$ cat src/rtl/switch_integrity_monitor_if.sv
// ============================================================================
// Module      : switch_integrity_monitor_if
// Description : Tap and readout bundle between a switch and its integrity monitor.
// Revision    : 1.0
// ============================================================================
`default_nettype none

interface switch_integrity_monitor_if #(
    parameter int NUM_PORTS = 4,
    parameter int CNT_W     = 16
);
    localparam int SEL_W = $clog2(NUM_PORTS);

    logic [NUM_PORTS-1:0]           valid_in;
    logic [NUM_PORTS*NUM_PORTS-1:0] target_in;
    logic [NUM_PORTS-1:0]           fifo_full;
    logic [NUM_PORTS-1:0]           fifo_empty;
    logic [NUM_PORTS-1:0]           valid_out;
    logic                           clear;
    logic                           snap_req;
    logic [SEL_W-1:0]               rd_sel;
    logic [CNT_W-1:0]               rd_accepted;
    logic [CNT_W-1:0]               rd_dropped;
    logic [CNT_W-1:0]               rd_delivered;
    logic                           snap_valid;
    logic signed [CNT_W+SEL_W:0]    in_flight;
    logic                           sat_any;
    logic                           leak_err;
    logic                           underflow_err;

    modport master (
        output valid_in, target_in, fifo_full, fifo_empty, valid_out,
        output clear, snap_req, rd_sel,
        input  rd_accepted, rd_dropped, rd_delivered, snap_valid,
        input  in_flight, sat_any, leak_err, underflow_err
    );

    modport slave (
        input  valid_in, target_in, fifo_full, fifo_empty, valid_out,
        input  clear, snap_req, rd_sel,
        output rd_accepted, rd_dropped, rd_delivered, snap_valid,
        output in_flight, sat_any, leak_err, underflow_err
    );
endinterface

`default_nettype wire

$ cat src/rtl/switch_integrity_monitor.sv
// ============================================================================
// Module      : switch_integrity_monitor
// Description : Per-port saturating traffic counters with snapshot, in-flight
//               tracking and sticky leak / underflow detection.
// Revision    : 1.0
// ============================================================================
`default_nettype none

module switch_integrity_monitor #(
    parameter int NUM_PORTS    = 4,
    parameter int CNT_W        = 16,
    parameter int QUIET_CYCLES = 64
) (
    input  wire logic                clk,
    input  wire logic                rst,
    switch_integrity_monitor_if.slave bus
);
    localparam int c_SEL_W = $clog2(NUM_PORTS);
    localparam int c_IF_W  = CNT_W + c_SEL_W + 1;
    localparam int c_POP_W = $clog2(NUM_PORTS + 1);
    localparam int c_Q_W   = $clog2(QUIET_CYCLES + 1);
    localparam logic [c_Q_W-1:0] c_QUIET_MAX = c_Q_W'(QUIET_CYCLES);

    logic [CNT_W-1:0] r_acc [NUM_PORTS];
    logic [CNT_W-1:0] r_drop[NUM_PORTS];
    logic [CNT_W-1:0] r_dlv [NUM_PORTS];
    logic [CNT_W-1:0] r_sh_acc [NUM_PORTS];
    logic [CNT_W-1:0] r_sh_drop[NUM_PORTS];
    logic [CNT_W-1:0] r_sh_dlv [NUM_PORTS];

    logic [c_POP_W-1:0]      w_pop     [NUM_PORTS];
    logic [CNT_W:0]          w_acc_res [NUM_PORTS];
    logic [CNT_W:0]          w_drop_res[NUM_PORTS];
    logic [CNT_W:0]          w_dlv_res [NUM_PORTS];
    logic                    w_sat_hit;
    logic                    w_sat_ad_hit;
    logic signed [c_IF_W-1:0] w_sum;
    logic                    w_quiet;

    logic signed [c_IF_W-1:0] r_in_flight;
    logic [c_Q_W-1:0]         r_quiet;
    logic                     r_sat_any;
    logic                     r_sat_ad;
    logic                     r_leak;
    logic                     r_uflow;
    logic                     r_snap_valid;

    // Returns {saturated, result}; the result clamps at all-ones.
    function automatic logic [CNT_W:0] f_sat_add(input logic [CNT_W-1:0] cnt,
                                                 input logic [c_POP_W-1:0] inc);
        logic [CNT_W+c_POP_W-1:0] s;
        s = {{c_POP_W{1'b0}}, cnt} + {{CNT_W{1'b0}}, inc};
        if (|s[CNT_W+c_POP_W-1:CNT_W])
            f_sat_add = {1'b1, {CNT_W{1'b1}}};
        else
            f_sat_add = {1'b0, s[CNT_W-1:0]};
    endfunction

    always_comb begin
        w_sat_hit    = 1'b0;
        w_sat_ad_hit = 1'b0;
        w_sum        = '0;
        for (int p = 0; p < NUM_PORTS; p++) begin
            w_pop[p] = '0;
            for (int b = 0; b < NUM_PORTS; b++)
                w_pop[p] = w_pop[p] + {{(c_POP_W-1){1'b0}}, bus.target_in[p*NUM_PORTS+b]};
            w_acc_res[p]  = f_sat_add(r_acc[p],
                                (bus.valid_in[p] && !bus.fifo_full[p]) ? w_pop[p] : '0);
            w_drop_res[p] = f_sat_add(r_drop[p],
                                (bus.valid_in[p] &&  bus.fifo_full[p]) ? w_pop[p] : '0);
            w_dlv_res[p]  = f_sat_add(r_dlv[p], {{(c_POP_W-1){1'b0}}, bus.valid_out[p]});
            w_sat_ad_hit  = w_sat_ad_hit | w_acc_res[p][CNT_W] | w_dlv_res[p][CNT_W];
            w_sat_hit     = w_sat_hit | w_acc_res[p][CNT_W] | w_drop_res[p][CNT_W]
                                      | w_dlv_res[p][CNT_W];
            w_sum = w_sum + $signed({{(c_IF_W-CNT_W){1'b0}}, r_acc[p]})
                          - $signed({{(c_IF_W-CNT_W){1'b0}}, r_dlv[p]});
        end
        w_quiet = (&bus.fifo_empty) && !(|bus.valid_out) && (r_in_flight > 0);
    end

    always_ff @(posedge clk) begin
        if (rst) begin
            for (int p = 0; p < NUM_PORTS; p++) begin
                r_acc[p]     <= '0;
                r_drop[p]    <= '0;
                r_dlv[p]     <= '0;
                r_sh_acc[p]  <= '0;
                r_sh_drop[p] <= '0;
                r_sh_dlv[p]  <= '0;
            end
            r_in_flight  <= '0;
            r_quiet      <= '0;
            r_sat_any    <= 1'b0;
            r_sat_ad     <= 1'b0;
            r_leak       <= 1'b0;
            r_uflow      <= 1'b0;
            r_snap_valid <= 1'b0;
        end else begin
            r_snap_valid <= bus.snap_req;
            // Shadows take the pre-event, pre-clear live values.
            if (bus.snap_req) begin
                for (int p = 0; p < NUM_PORTS; p++) begin
                    r_sh_acc[p]  <= r_acc[p];
                    r_sh_drop[p] <= r_drop[p];
                    r_sh_dlv[p]  <= r_dlv[p];
                end
            end
            if (bus.clear) begin
                for (int p = 0; p < NUM_PORTS; p++) begin
                    r_acc[p]  <= '0;
                    r_drop[p] <= '0;
                    r_dlv[p]  <= '0;
                end
                r_in_flight <= '0;
                r_quiet     <= '0;
                r_sat_any   <= 1'b0;
                r_sat_ad    <= 1'b0;
                r_leak      <= 1'b0;
                r_uflow     <= 1'b0;
            end else begin
                for (int p = 0; p < NUM_PORTS; p++) begin
                    r_acc[p]  <= w_acc_res[p][CNT_W-1:0];
                    r_drop[p] <= w_drop_res[p][CNT_W-1:0];
                    r_dlv[p]  <= w_dlv_res[p][CNT_W-1:0];
                end
                if (w_sat_hit)    r_sat_any <= 1'b1;
                if (w_sat_ad_hit) r_sat_ad  <= 1'b1;
                // A saturated acc/dlv counter makes the balance meaningless: freeze it.
                if (!r_sat_ad) begin
                    r_in_flight <= w_sum;
                    if (w_sum < 0) r_uflow <= 1'b1;
                    if (!w_quiet)
                        r_quiet <= '0;
                    else if (r_quiet != c_QUIET_MAX)
                        r_quiet <= r_quiet + 1'b1;
                    if (w_quiet && (r_quiet == c_QUIET_MAX - 1'b1)) r_leak <= 1'b1;
                end
            end
        end
    end

    always_comb begin
        bus.rd_accepted  = '0;
        bus.rd_dropped   = '0;
        bus.rd_delivered = '0;
        for (int p = 0; p < NUM_PORTS; p++) begin
            if (bus.rd_sel == c_SEL_W'(p)) begin
                bus.rd_accepted  = r_sh_acc[p];
                bus.rd_dropped   = r_sh_drop[p];
                bus.rd_delivered = r_sh_dlv[p];
            end
        end
    end

    assign bus.snap_valid    = r_snap_valid;
    assign bus.in_flight     = r_in_flight;
    assign bus.sat_any       = r_sat_any;
    assign bus.leak_err      = r_leak;
    assign bus.underflow_err = r_uflow;

endmodule

`default_nettype wire

$ cat src/flat_wrapper.sv
// flat-port wrapper written by rule: the top's interface ports become plain ports
module switch_integrity_monitor_flat 
#(
    parameter int NUM_PORTS    = 4,
    parameter int CNT_W        = 16,
    parameter int QUIET_CYCLES = 64
)
  (clk, rst, bus_valid_in, bus_target_in, bus_fifo_full, bus_fifo_empty, bus_valid_out, bus_clear, bus_snap_req, bus_rd_sel, bus_rd_accepted, bus_rd_dropped, bus_rd_delivered, bus_snap_valid, bus_in_flight, bus_sat_any, bus_leak_err, bus_underflow_err);
  switch_integrity_monitor_if #(.NUM_PORTS(NUM_PORTS), .CNT_W(CNT_W)) bus_i ();
  input  wire logic clk;
  input  wire logic rst;
  input wire logic [$bits(bus_i.valid_in)-1:0] bus_valid_in;
  input wire logic [$bits(bus_i.target_in)-1:0] bus_target_in;
  input wire logic [$bits(bus_i.fifo_full)-1:0] bus_fifo_full;
  input wire logic [$bits(bus_i.fifo_empty)-1:0] bus_fifo_empty;
  input wire logic [$bits(bus_i.valid_out)-1:0] bus_valid_out;
  input wire logic [$bits(bus_i.clear)-1:0] bus_clear;
  input wire logic [$bits(bus_i.snap_req)-1:0] bus_snap_req;
  input wire logic [$bits(bus_i.rd_sel)-1:0] bus_rd_sel;
  output wire logic [$bits(bus_i.rd_accepted)-1:0] bus_rd_accepted;
  output wire logic [$bits(bus_i.rd_dropped)-1:0] bus_rd_dropped;
  output wire logic [$bits(bus_i.rd_delivered)-1:0] bus_rd_delivered;
  output wire logic [$bits(bus_i.snap_valid)-1:0] bus_snap_valid;
  output wire logic [$bits(bus_i.in_flight)-1:0] bus_in_flight;
  output wire logic [$bits(bus_i.sat_any)-1:0] bus_sat_any;
  output wire logic [$bits(bus_i.leak_err)-1:0] bus_leak_err;
  output wire logic [$bits(bus_i.underflow_err)-1:0] bus_underflow_err;
  assign bus_i.valid_in = bus_valid_in;
  assign bus_i.target_in = bus_target_in;
  assign bus_i.fifo_full = bus_fifo_full;
  assign bus_i.fifo_empty = bus_fifo_empty;
  assign bus_i.valid_out = bus_valid_out;
  assign bus_i.clear = bus_clear;
  assign bus_i.snap_req = bus_snap_req;
  assign bus_i.rd_sel = bus_rd_sel;
  assign bus_rd_accepted = bus_i.rd_accepted;
  assign bus_rd_dropped = bus_i.rd_dropped;
  assign bus_rd_delivered = bus_i.rd_delivered;
  assign bus_snap_valid = bus_i.snap_valid;
  assign bus_in_flight = bus_i.in_flight;
  assign bus_sat_any = bus_i.sat_any;
  assign bus_leak_err = bus_i.leak_err;
  assign bus_underflow_err = bus_i.underflow_err;
  switch_integrity_monitor #(.NUM_PORTS(NUM_PORTS), .CNT_W(CNT_W), .QUIET_CYCLES(QUIET_CYCLES)) u_core (.clk(clk), .rst(rst), .bus(bus_i));
endmodule
$ cat config.mk
export PLATFORM = sky130hd
export DESIGN_NAME = switch_integrity_monitor_flat
export DESIGN_NICKNAME = d
export VERILOG_FILES = /design/src/rtl/switch_integrity_monitor_if.sv /design/src/rtl/switch_integrity_monitor.sv /design/src/flat_wrapper.sv
export SDC_FILE = /design/constraint.sdc
export NUM_CORES = 1
export LEC_CHECK = 0
export CAP_MARGIN = 40
export CELL_PAD_IN_SITES_DETAIL_PLACEMENT = 0
export CELL_PAD_IN_SITES_GLOBAL_PLACEMENT = 1
export CORE_AREA = 2 2 214 216
export CTS_CLUSTER_SIZE = 10
export DETAILED_ROUTE_END_ITERATION = 7
export DIE_AREA = 0 0 216 218
export GPL_TIMING_DRIVEN = 0
export PLACE_DENSITY = 0.89
export SLEW_MARGIN = 10
export SYNTH_ARGS = -nofsm -noshare
export SYNTH_HDL_FRONTEND = slang
export SYNTH_SLANG_ARGS = --single-unit
$ cat constraint.sdc
create_clock -name clk -period 9.55 [get_ports clk]
set_clock_uncertainty 0.2 [all_clocks]
set_input_delay 1.4325 -clock clk [delete_from_list [all_inputs] [get_ports clk]]
set_output_delay 1.4325 -clock clk [all_outputs]
set_load 0.02 [all_outputs]
==> out/results.tsv <==
stage	metric	value	unit
timing	slew at the pin closest to its max-slew limit	941	ps
worst_setup_path	launch instance of the worst register-to-register path	u_core.r_dlv[0][0]	
worst_setup_path	reg-to-reg critical path endpoint	u_core.bus.in_flight[18]	
detailed_routing	vias per cell	5.48	
worst_setup_path	worst path buffer plus inverter count	4	
worst_setup_path	most repeated library cell on the critical path	sky130_fd_sc_hd__fa_1	
clocking	post-CTS resize count	0	
floorplanning	Die Width	216	um
timing	Final Setup Violations	0	
worst_setup_path	startpoint types	flip-flop	
synthesis	most frequently used flop master after synthesis	sky130_fd_sc_hd__edfxtp_1	
hold_path	critical hold path startpoint	u_core.bus.underflow_err	
worst_setup_path	kind of critical path	reg -> reg	
worst_setup_path	endpoint type of the worst setup path	flip-flop	
layout	count of placed standard cells in the final layout, fillers left out	3107	
worst_setup_path	Worst Reg-to-Reg Cells	24	
detailed_routing	Pre-Repair DR Iteration Count	5	
run_status	outcome	finished, final reports clean	
timing	Final Hold Viols	0	
clocking	clock tree root driver cell	sky130_fd_sc_hd__clkbuf_16	
timing	Final Slew Violations	0	
worst_setup_path	crit path max fanout	5	
timing	RSZ-0062 raised after global routing	false	
placed_design	Port Buf Inserts	106	
synthesis	Yosys warnings	0	
hold_path	cell depth of the worst min-delay path	1	
detailed_routing	number of vias after detailed routing	17000	
detailed_routing	detailed-route wire length per cell	20.2	um
worst_setup_path	reg-to-reg setup timing slack	2720	ps
floorplanning	initial core utilization	0.534	
placed_design	area of placed instances	0.0265	mm^2
timing	accumulated negative setup slack	0	ps
synthesis	number of enable flip-flop cells after synthesis	336	
clocking	Clk Latency, worst-skew pair	580	ps
clocking	clock input transition at the sequential cells of the worst setup and hold paths	60	ps
synthesis	post-synthesis instance area	0.0240	mm^2
floorplanning	floorplan row count	78	
layout	layout cell share with drive strength beyond 1	0.0531	
worst_setup_path	CP Data Required Time	9870	ps
hold_path	kind of path behind the tightest hold check	reg -> reg	
layout	Finished Cell Area	0.0279	mm^2
timing	final critical-path share of the clock period	0.715	
global_route	first-pass GRT wire length	96400	um
floorplanning	die area	0.0471	mm^2
worst_setup_path	cell class contributing the biggest share of worst-path delay	adder cells	
clocking	clock tree from TritonCTS	yes	
floorplanning	count of pins on the block boundary	109	
clocking	cts-stage hold buffer count	0	
timing	Final min period	6830	ps
synthesis	average instance area after synthesis	11.1	um^2
placed_design	DP Cell Count	3018	
power_and_ir_drop	static leakage	11.3	nW
floorplanning	area of the core	0.0449	mm^2
timing	worst slew margin relative to its limit	0.368	
synthesis	number of different library cells in the post-synthesis netlist	67	
power_and_ir_drop	worst vdd rail ir drop	0.185	mV
synthesis	post-synthesis sequential area ratio	0.487	
detailed_routing	DRC	0	
global_route	Total Routing Usage GR	0.272	
power_and_ir_drop	Power Density	202	mW/mm^2
global_route	largest net degree at the start of global routing	63	
hold_path	Worst Hold Endpoint	u_core.bus.underflow_err	
worst_setup_path	CP Cell Sequence	ha_1 -> fa_1 -> nand2b_1 -> a21oi_1 -> o2111ai_1 -> a21oi_1 -> nor2_1 -> xnor2_1 -> fa_1 -> inv_1 -> fa_1 -> inv_1 -> fa_1 -> inv_1 -> fa_1 -> inv_1 -> ha_1 -> and2_1 -> and3_1 -> a221oi_1 -> o21ai_2 -> or2_0 -> mux2i_1 -> a31o_1	
layout	nets	2681	
synthesis	flops & latches, synth	415	
worst_setup_path	Data arrival, critical path	7150	ps
clocking	htree depth	2	
detailed_routing	final wirelength	62700	um
worst_setup_path	critical path's largest stage delay	530	ps
synthesis	fraction of registers with async set/reset	0	
clocking	CTS buffer count	48	
synthesis	number of instances in the synthesized netlist	2159	
clocking	# clock sinks	415	
global_route	leftover overflow at the end of global routing	0	
detailed_routing	number of nets with antenna violations after routing	0	
timing	maximum operating frequency	146	MHz
job	Max Cap Violations	0	
placed_design	half-perimeter wire length of the detailed placement result	49100	um
detailed_routing	First DRT Iteration DRCs	1538	
layout	number of antenna cells inserted	0	
clocking	number of buffers added for setup after CTS	0	
global_route	initial antenna violation count	6	
global_route	number of global-route vias before repair	17000	
placed_design	routability cong.	0.907	
worst_setup_path	critical path's slowest cell	sky130_fd_sc_hd__fa_1	
floorplanning	die height	218	um
clocking	buffers from clock root to sink, at most	3	
layout	Area growth syn-to-layout	16.4	%
report_power, final:
group          total, mW  internal [mW]  leakage [nW]  switching (mW)
Sequential          2.15           2.07          4.24          0.0768
Clock               1.70          0.971         0.665           0.724
Combinational       1.78          0.771          6.42            1.01
cells by family (layout without fill, tap and decap cells):
group / Yosys count / after routing / synth area share
simple gates: 671 / 671 / 0.151
mux: 64 / 64 / 0.0518
fa+ha+maj: 174 / 174 / 0.120
xor+xnor: 148 / 148 / 0.0541
other cells: 1 / 144 / 0.000156
flops: 415 / 415 / 0.487
compound gates: 324 / 324 / 0.0799
buf+inv: 362 / 567 / 0.0569
final cells by class:
class | count | area [um^2]
Inverter | 285 | 1070
Timing Repair Buffer | 117 | 1230
Clock inverter | 1 | 5.00
Fill cell | 3638 | 17000
Tap cell | 600 | 751
Clock buffer | 87 | 1390
Buffer | 77 | 294
Sequential cell | 415 | 11700
Multi-Input combinational cell | 1525 | 11500
Yosys cell counts (all sizes together) (4+ instances only):
library cell / n / area, um^2
buf: 8 / 35.0
nand2: 92 / 345
nor2: 104 / 390
inv: 285 / 1070
dfxtp: 79 / 1580
o211ai: 4 / 30.0
o21ai: 29 / 149
nor3: 40 / 205
nand2b: 13 / 81.3
a31o: 4 / 35.0
and3: 35 / 219
nand3: 86 / 430
a211o: 4 / 35.0
nor4: 10 / 62.6
nor2b: 24 / 150
fa: 92 / 1840
or2: 11 / 68.8
nor3b: 4 / 30.0
mux4: 48 / 1080
or3: 13 / 81.3
a21o: 24 / 180
and2: 199 / 1240
xor2: 48 / 420
clkbuf: 69 / 259
nand4: 18 / 113
xnor2: 100 / 876
a21oi: 200 / 1000
ha: 82 / 1030
a221oi: 5 / 67.6
a31oi: 11 / 68.8
nand3b: 4 / 30.0
and4b: 5 / 50.1
mux2i: 15 / 150
and4: 5 / 43.8
o211a: 5 / 50.1
a211oi: 12 / 90.1
edfxtp: 336 / 10100
o21a: 10 / 75.1
placed cells by master (no fill, tap or decap), types with 49 or more instances in the layout:
cell                              netlist  final
sky130_fd_sc_hd__a21oi_1              200    200
sky130_fd_sc_hd__and2_1               199    199
sky130_fd_sc_hd__clkbuf_1              69    105
sky130_fd_sc_hd__clkbuf_16              0     49
sky130_fd_sc_hd__clkdlybuf4s50_1        0    106
sky130_fd_sc_hd__conb_1                 1    144
sky130_fd_sc_hd__dfxtp_1               79     79
sky130_fd_sc_hd__edfxtp_1             336    336
sky130_fd_sc_hd__fa_1                  92     92
sky130_fd_sc_hd__ha_1                  82     82
sky130_fd_sc_hd__inv_1                285    285
sky130_fd_sc_hd__nand2_1               92     92
sky130_fd_sc_hd__nand3_1               86     86
sky130_fd_sc_hd__nor2_1               104    104
sky130_fd_sc_hd__xnor2_1              100    100
how the worst max path moves through the flow:
| stage | cells past startpoint | from | endpoint |
|---|---|---|---|
| floorplan | 24 | u_core.r_dlv[0][0] | u_core.bus.in_flight[18] |
| global placement | 24 | u_core.r_dlv[0][0] | u_core.bus.in_flight[18] |
| detailed placement | 24 | u_core.r_dlv[0][0] | u_core.bus.in_flight[18] |
| CTS | 24 | u_core.r_dlv[0][0] | u_core.bus.in_flight[18] |
| global route | 23 | u_core.r_dlv[0][1] | u_core.bus.in_flight[12] |
| finish | 24 | u_core.r_dlv[0][0] | u_core.bus.in_flight[18] |
metrics by stage:
stage | utilization | setup WS [ps] | total power [mW] | hold slack [ps]
final | 0.622 | 2720 | 5.63 | 279
after global routing | 0.622 | 2370 | 5.94 | 285
after CTS | 0.621 | 2780 | 5.62 | 276
after detailed placement | 0.590 | 2820 | 3.91 | 252
after global placement | 0.586 | 2870 | 3.89 | 239
after floorplan | - | 3640 | 3.42 | 271
routing by layer:
layer / up-vias / track usage / part of all wire
li1: 7931 / - / -
met1: 8390 / 0.377 / 0.42
met2: 611 / 0.430 / 0.46
met3: 109 / 0.0551 / 0.085
met4: 0 / 0.0957 / 0.035
met5: - / 0 / 0
flip-flops by register name, indices dropped and copies added, names as in the netlist:
signal,count
u_core.r_sh_dlv,64
u_core.r_drop,64
u_core.bus.leak_err,1
u_core.r_dlv,64
u_core.r_sh_drop,64
u_core.r_quiet,7
u_core.bus.snap_valid,1
u_core.bus.underflow_err,1
u_core.bus.sat_any,1
u_core.r_acc,64
u_core.bus.in_flight,19
u_core.r_sh_acc,64
u_core.r_sat_ad,1
worst reg2reg max path, stage by stage (launching register included):
cell	delay, ps
sky130_fd_sc_hd__edfxtp_1	430
sky130_fd_sc_hd__ha_1	250
sky130_fd_sc_hd__fa_1	400
sky130_fd_sc_hd__nand2b_1	190
sky130_fd_sc_hd__a21oi_1	280
sky130_fd_sc_hd__o2111ai_1	330
sky130_fd_sc_hd__a21oi_1	300
sky130_fd_sc_hd__nor2_1	90
sky130_fd_sc_hd__xnor2_1	180
sky130_fd_sc_hd__fa_1	510
sky130_fd_sc_hd__inv_1	50
sky130_fd_sc_hd__fa_1	480
sky130_fd_sc_hd__inv_1	60
sky130_fd_sc_hd__fa_1	530
sky130_fd_sc_hd__inv_1	50
sky130_fd_sc_hd__fa_1	520
sky130_fd_sc_hd__inv_1	50
sky130_fd_sc_hd__ha_1	360
sky130_fd_sc_hd__and2_1	210
sky130_fd_sc_hd__and3_1	200
sky130_fd_sc_hd__a221oi_1	370
sky130_fd_sc_hd__o21ai_2	110
sky130_fd_sc_hd__or2_0	210
sky130_fd_sc_hd__mux2i_1	260
sky130_fd_sc_hd__a31o_1	140
Note: power is estimated with default switching activity, not from simulation.
